==> config.mk <==
export PLATFORM = sky130hd
export DESIGN_NAME = gray_code_converter
export DESIGN_NICKNAME = d
export VERILOG_FILES = /design/src/rtl/gray_code_converter.sv
export SDC_FILE = /design/constraint.sdc
export NUM_CORES = 1
export LEC_CHECK = 0
export CAP_MARGIN = 20
export CORE_UTILIZATION = 45
export CTS_BUF_LIST = sky130_fd_sc_hd__clkbuf_2
export DETAILED_ROUTE_END_ITERATION = 16
export GPL_TIMING_DRIVEN = 1
export PLACE_DENSITY = 0.87
export SYNTH_ARGS = -nofsm -noshare
export SYNTH_HDL_FRONTEND = slang
export SYNTH_SLANG_ARGS = --single-unit
==> constraint.sdc <==
create_clock -name clk_i -period 3.9 [get_ports clk_i]
set_clock_uncertainty 0.2 [all_clocks]
set_input_delay 0.39 -clock clk_i [delete_from_list [all_inputs] [get_ports clk_i]]
set_output_delay 0.39 -clock clk_i [all_outputs]
set_load 0.005 [all_outputs]
==> src/rtl/gray_code_converter.sv <==
// Binary<->Gray converter for CDC pointers: combinational encode/decode, registered copies,
// and registered self-checks for round-trip mismatch and multi-bit Gray steps.
module gray_code_converter #(
    parameter int unsigned N = 9
) (
    input  logic         clk_i,
    input  logic         rst_i,
    input  logic         en_i,
    input  logic [N-1:0] bin_i,
    input  logic [N-1:0] gray_i,
    output logic [N-1:0] gray_o,
    output logic [N-1:0] bin_o,
    output logic [N-1:0] gray_q_o,
    output logic [N-1:0] bin_q_o,
    output logic         rt_err_o,
    output logic         step_err_o
);

    function automatic logic [N-1:0] bin2gray(input logic [N-1:0] b);
        return b ^ (b >> 1);
    endfunction

    // Prefix XOR from the MSB down.
    function automatic logic [N-1:0] gray2bin(input logic [N-1:0] g);
        logic [N-1:0] b;
        b[N-1] = g[N-1];
        for (int k = int'(N) - 2; k >= 0; k--) begin
            b[k] = b[k+1] ^ g[k];
        end
        return b;
    endfunction

    logic [N-1:0] gray_q, gray_d;
    logic [N-1:0] bin_q, bin_d;
    logic [N-1:0] prev_gray_q, prev_gray_d;
    logic         seen_q, seen_d;
    logic         rt_err_q, rt_err_d;
    logic         step_err_q, step_err_d;

    logic [N-1:0] step_diff;
    logic         rt_mismatch;
    logic         multi_bit_step;

    always_comb begin
        gray_o = bin2gray(bin_i);
        bin_o  = gray2bin(gray_i);
    end

    // More than one bit set iff clearing the lowest set bit leaves something behind.
    always_comb begin
        step_diff      = gray_o ^ prev_gray_q;
        multi_bit_step = |(step_diff & (step_diff - N'(1)));
        rt_mismatch    = (gray2bin(gray_o) != bin_i);
    end

    always_comb begin
        gray_d      = gray_q;
        bin_d       = bin_q;
        prev_gray_d = prev_gray_q;
        seen_d      = seen_q;
        rt_err_d    = rt_err_q;
        step_err_d  = step_err_q;
        if (en_i) begin
            gray_d      = gray_o;
            bin_d       = bin_o;
            prev_gray_d = gray_o;
            seen_d      = 1'b1;
            rt_err_d    = rt_mismatch;
            step_err_d  = seen_q & multi_bit_step;
        end
    end

    always_ff @(posedge clk_i) begin
        if (rst_i) begin
            gray_q      <= '0;
            bin_q       <= '0;
            prev_gray_q <= '0;
            seen_q      <= 1'b0;
            rt_err_q    <= 1'b0;
            step_err_q  <= 1'b0;
        end else begin
            gray_q      <= gray_d;
            bin_q       <= bin_d;
            prev_gray_q <= prev_gray_d;
            seen_q      <= seen_d;
            rt_err_q    <= rt_err_d;
            step_err_q  <= step_err_d;
        end
    end

    always_comb begin
        gray_q_o   = gray_q;
        bin_q_o    = bin_q;
        rt_err_o   = rt_err_q;
        step_err_o = step_err_q;
    end

endmodule

# ---- After elaboration in Yosys (flattened, before gate mapping)
# Index checks and enable logic that the tools add are counted.
dict set report op_classes {
  n_addsub 1
  eq_ne 1
  bitwise_logic 20
  reduce_logical 1
}
# op count
set ops {}
lappend ops {{$xor A1 B1 Y1} 16}
lappend ops {{$and A9 B9 Y9} 1}
lappend ops {{$ne A9 B9 Y1} 1}
lappend ops {{$reduce_or A9 Y1} 1}
lappend ops {{$sub A9 B1 Y9 const B} 1}
lappend ops {{$xor A9 B8 Y9} 1}
lappend ops {{$xor A9 B9 Y9} 1}
lappend ops {{$and A1 B1 Y1} 1}
dict set report word_totals {
  reg_bits 21
  input_bits 21
  output_inout_bits 38
}

# ---- Logic depth before layout (Yosys ltp)
# Gate-level depths: netlist (run 1).
dict set report logic_depth {
  ltp_word 10
  mapped_depth 7
  depth_no_buf 6
}

# ---- Worst setup path after synthesis (run 1)
# No wires, ideal clock.
dict set report synth_timing {
  path_kind {in2out}
  startpoint {input port gray_i[8]}
  endpoint {output port bin_o[0]}
  arrival_ns 1.729
  required_ns 3.310
  setup_slack_ns 1.581
  path_stages 4
  cell_sequence {xor3_2 xnor3_2 xnor2_4 xor2_2}
}
dict set report synth_between {
  elab_chain_cells 8
}
# item line
set synth_lines {}
lappend synth_lines {{start: declaration} 10} ;# input logic [N-1:0] gray_i,
lappend synth_lines {{$xor A1 B1 Y1 (5 in a row)} 28} ;# b[k] = b[k+1] ^ g[k];
lappend synth_lines {{named net bin_o[3]} 12} ;# output logic [N-1:0] bin_o,
lappend synth_lines {{$xor A1 B1 Y1 (2 in a row)} 28}
lappend synth_lines {{named net bin_o[1]} 12}
lappend synth_lines {{$xor A1 B1 Y1} 28}
lappend synth_lines {{end: declaration} 12}
# The timed path passes the listed nets, and every way through them passes these cells.

# ---- Worst setup path after layout (run 1)
dict set report layout_timing {
  startpoint {input port gray_i[8]}
  endpoint {output port bin_o[0]}
}
dict set report layout_between {
  elab_chain_cells 8
}
# item line
set layout_lines {}
lappend layout_lines {{$xor A1 B1 Y1 (8 in a row)} 28}
# No other way between the ends.

==> reports/metrics.cfg, run 1 <==
[outcome]
status=completed

[die]
die_w_um=54.6
initial_core_util_pct=49.0
core_mm2=0.00254
pin_count=59
die_area_mm2=0.00298
die_y_um=54.6
std_cell_rows=18

[global_route]
antenna_found_initial=0
grt_overflow=0
grt_pass1_wl_mm=4.49
grt_max_degree=23
grt_pass1_vias=1052
grt_use_total_pct=21.1

[cells_and_area]
multiInputGateArea_um2=769
seq_area_um2=420
area_growth_pct=47.9
fill_cells=194
drive_above_1_share_pct=5.32
final_cells=218
diodes=0
final_net_count=210

[clock_network]
clock-sinks=21
clk_path_buf_depth=2
cts_made_buffers=3
tritoncts=done
ctsHoldBuffers=0
htree_levels=1
insertion_delay_ns=0.32
cts.clk_slew.worst_paths_ns=0.19
cts-root-buf=clkbuf_2
post_cts_buffers=0
ctsResizeCount=0

[sta]
worstMarginPinSlew_ns=0.820
setup_tns_ns=0
setup_viol=0
max_clock_freq_mhz=291
fin_crit_ns=3.44
hold_viol=0
maxSlewHeadroom_pct=45.2
rsz0062_at_grt=false
fin_crit_sh_pct=88.2
drv_slew=0

[logic_synthesis]
yosys.area.top_type_share_pct=33.7
avgSynthCellArea_um2=9.23
synth_edf_count=0
syn-cell-area_mm2=0.00125
async_flop_share_pct=0
synth_area_leaders=dfxtp_1, mux2i_1, xor2_1
ys_types=31
yosysSeqAreaShare_pct=33.7
ys_ff_latch=21
synth.most_common_cell=nor2_1
synth_commonest_cells=nor2_1, dfxtp_1, mux2i_1, xor2_1, nand2_1
ys.flop_type=dfxtp_1
yosysTopAreaCell=dfxtp_1
syn_inst=135
yosys_warnings=0
syn_nets=156

[place]
gp_congestion=0.715
portBuffers=58
dp.cells=214
hpwl_mm=2.32

[detailed_routing]
wl_per_cell_um=14.0
antenna_left=0
routed_via_density=5.10
firstDrtPassIters=4
num_vias=1111
drc=0
wirelength_mm=3.05
drt_iter0_markers=12

[power]
leakagePower_uw=0.000783
ir_drop_mv=0.286
power_density_mw_per_mm2=345

[worst_setup_path]
cp_slowest_cell=clkdlybuf4s50_1
crit_path_start_kind=primary input
cp_cell_sequence=clkdlybuf4s50_1 > xor3_2 > xnor3_2 > xnor2_4 > xor2_2 > clkdlybuf4s50_1
worst-r2r-setup-slack_ns=2.03
path_buf_inv=2
max_stage_delay_ns=0.54
worstSetupPathType=primary input to output pin
cp_top_family=XOR/XNOR gates
cp_max_fo=4
cp-end-kind=output pin
arrival_ns=2.85
crit_top_cell=clkdlybuf4s50_1
crit_required_ns=3.31

[job]
maxCapViolCount=0

[worst_hold_path]
hp-class=flop to flop

## layout make-up
cell class | instances | area share, %
Clock buffer | 4 | 1.09
Timing Repair Buffer | 59 | 31.9
Inverter | 2 | 0.407
Tap cell | 30 | 2.04
Sequential cell | 21 | 22.8
Multi-Input combinational cell | 102 | 41.8
## cells by family after synthesis
logic type / Yosys count / synth area share [%]
flip-flops: 21 / 33.7
XOR/XNOR: 28 / 25.4
multiplexers: 18 / 14.6
buffers and inverters: 12 / 4.52
AND/OR/NAND/NOR: 42 / 13.9
AO/OA/AOI/OAI: 14 / 7.93
## path summary, 6_finish.rpt
kind / from / to / cells after the start
hold reg to reg: seen_q / seen_q / 2
setup / recovery: gray_i[8] / bin_o[0] / 6
hold / removal: seen_q / seen_q / 2
setup reg to reg: prev_gray_q[4] / step_err_o / 6
## sequential cells by signal, summed over array words and instances, names as in the netlist
signal and flops:
bin_q_o 9, prev_gray_q 9, rt_err_o 1, seen_q 1, step_err_o 1
## metrics by stage
| stage | instance area [um2] | hold WS, ns | worst slack, ns | power [uW] | util (%) |
|---|---|---|---|---|---|
| floorplan | 1250 | 0.235 | 1.58 | 397 | - |
| global placement | 1820 | 0.245 | 0.521 | 536 | 71.6 |
| detailed placement | 1820 | 0.256 | 0.433 | 549 | 71.6 |
| CTS | 1840 | 0.293 | 0.431 | 643 | 72.4 |
| global route | 1840 | 0.307 | 0.375 | 672 | 72.4 |
| finish | 1840 | 0.286 | 0.460 | 637 | 72.4 |
## metal layers
layer  vias to the layer above  track usage [%]  part of all wire (%)
met5                         -                0                     0
met4                         0             3.85                     0
met1                       513             24.7                    43
met3                         0             2.78                   5.0
met2                        40             40.2                    51
li1                        558                -                     -
## layout by cell type (no fill, tap or decap), types with 2 or more instances in the layout
master,instances
a211oi_1,2
a21oi_1,2
clkbuf_2,4
clkdlybuf4s50_1,58
dfxtp_1,21
inv_1,2
mux2i_1,17
nand2_1,10
nand3_1,4
nor2_1,24
o211ai_1,2
o21ai_0,2
xnor2_1,8
xor2_1,15
## power breakdown
| group | internal (uW) | leakage [uW] | switching, uW |
|---|---|---|---|
| Combinational | 174 | 0.000593 | 118 |
| Clock | 27.2 | 0.0000166 | 66.3 |
| Sequential | 236 | 0.000173 | 14.9 |
| Total | 438 | 0.000783 | 199 |
## tightest hold or removal path, cell delays in order (launching register included)
cell     delay, ns
dfxtp_1       0.35
nor2_1        0.08
nor2_1        0.04
Note: power is estimated with default switching activity, not from simulation.
==> inputs of run 2 (changes only) <==
TNS_END_PERCENT = 1   (was unset)
==> results of run 2 <==
The final DEF is identical to that of run 1; final timing and power are the same.
==> inputs of run 3 (changes only) <==
CORE_UTILIZATION = 35   (was 45)
PLACE_DENSITY = 0.7   (was 0.87)
==> run 3 against run 2 <==
Effect of this change: combinational power is essentially flat; largest power group unchanged; largest cell class unchanged; critical endpoint unchanged; flip-flop and latch count is the same; design area grew 1.2%; setup slack improved by 0.022 ns.
==> reports/metrics.cfg, run 3 (synthesis gave the netlist of run 1 again) <==
[cells_and_area]
area_growth_pct=49.7
layout_commonest_cell=clkdlybuf4s50_1
drive_above_1_share_pct=5.32
final_net_count=210
fin_util_pct=55.5
layout_common_cells=clkdlybuf4s50_1, nor2_1, dfxtp_1, mux2i_1, xor2_1
diodes=0

[worst_setup_path]
crit_path_start_kind=primary input
crit_end=bin_o[0]
timing.rr.start=prev_gray_q[0]
worstSetupPathType=primary input to output pin
cp_max_fo=4
arrival_ns=2.83
worst-r2r-setup-slack_ns=2.09
crit_path_start=gray_i[8]
timing.rr.end=step_err_o
cp-end-kind=output pin
crit_required_ns=3.31
r2r_cells=6

[clock_network]
ctsHoldBuffers=0
post_cts_buffers=0
htree_levels=1
cts_made_buffers=3
tritoncts=done
cts-root-buf=clkbuf_2
cts.clk_slew.worst_paths_ns=0.22
clock-sinks=21
insertion_delay_ns=0.33
clk_path_buf_depth=2
ctsResizeCount=0

[die]
std_cell_rows=21
initial_core_util_pct=37.1
pin_count=59
die_y_um=61.7
core_mm2=0.00336
die_w_um=61.7
die_area_mm2=0.00380

[job]
maxCapViolCount=0

[power]
ir_drop_mv=0.210
leakagePower_uw=0.000779
finalPower_uw=638
power_density_mw_per_mm2=342

[detailed_routing]
antenna_left=0
num_vias=1105
routed_via_density=4.72
drt_iter0_markers=33
firstDrtPassIters=4
wirelength_mm=3.05
drc=0
wl_per_cell_um=13.0

[global_route]
use_met2_pct=30.3
grt_use_total_pct=17.5
grt_overflow=0
use_met1_pct=21.5
grt_pass1_wl_mm=4.90
grt_most_used_layer=met2
antenna_found_initial=0
grt_max_degree=22
grt_pass1_vias=1111
gr-usage-met3_pct=3.99

[sta]
rsz0062_at_grt=false
fin_crit_sh_pct=87.6
setup_tns_ns=0
drv_slew=0
maxSlewHeadroom_pct=44.4
max_clock_freq_mhz=293
setup_viol=0
worstMarginPinSlew_ns=0.832
hold_viol=0
fin_crit_ns=3.42
whs_ns=0.291

[worst_hold_path]
hp-class=flop to flop

[place]
gp_congestion=0.776
portBuffers=58
hpwl_mm=2.29

[outcome]
status=completed

==> run 3: changes by cell type in the layout (fill, tap and decap cells not counted), sizes merged <==
cell      previous run  this run
clkbuf               4         3
clkinvlp             0         1
==> run 3: metrics by stage <==
stage | setup slack (ns) | instances | cell area (um2)
after floorplan | 1.58 | 135 | 1250
after global placement | 0.510 | 230 | 1840
after detailed placement | 0.479 | 230 | 1840
after CTS | 0.464 | 234 | 1870
after global routing | 0.392 | 234 | 1870
final | 0.482 | 234 | 1870
==> run 3: worst min path at each step <==
| stage | depth (start not counted) | end | slack (ns) | startpoint |
|---|---|---|---|---|
| after detailed placement | 1 | rt_err_o | 0.25 | rt_err_o |
| after CTS | 2 | seen_q | 0.29 | seen_q |
| after global placement | 1 | rt_err_o | 0.25 | rt_err_o |
| final | 2 | seen_q | 0.29 | seen_q |
| after floorplan | 2 | seen_q | 0.23 | seen_q |
| after global routing | 1 | rt_err_o | 0.31 | rt_err_o |
==> run 3: layout make-up <==
type                    instances  area (um2)
well taps                      46        57.6
fillers                       343        1500
multi-input cells             102         769
clock inverters                 1        7.51
repair buffers                 59         588
clock buffers                   3        15.0
inverters                       2        7.51
flip-flops and latches         21         420
==> run 3: where the power goes <==
| group | leakage (uW) | internal, uW | switching [uW] |
|---|---|---|---|
| sequential | 0.000173 | 236 | 14.8 |
| clock | 0.0000126 | 23.8 | 73.1 |
| combinational | 0.000593 | 174 | 116 |
==> run 3: critical path: stages <==
cell and delay [ns]:
clkdlybuf4s50_1 0.53, xor3_2 0.51, xnor3_2 0.47, xnor2_4 0.24
xor2_2 0.16, clkdlybuf4s50_1 0.51
==> run 3: layer usage <==
layer | up-vias | part of all wire [%]
li1 | 555 | -
met1 | 506 | 46
met2 | 40 | 47
met3 | 4 | 6.5
met4 | 0 | 0.59
met5 | - | 0
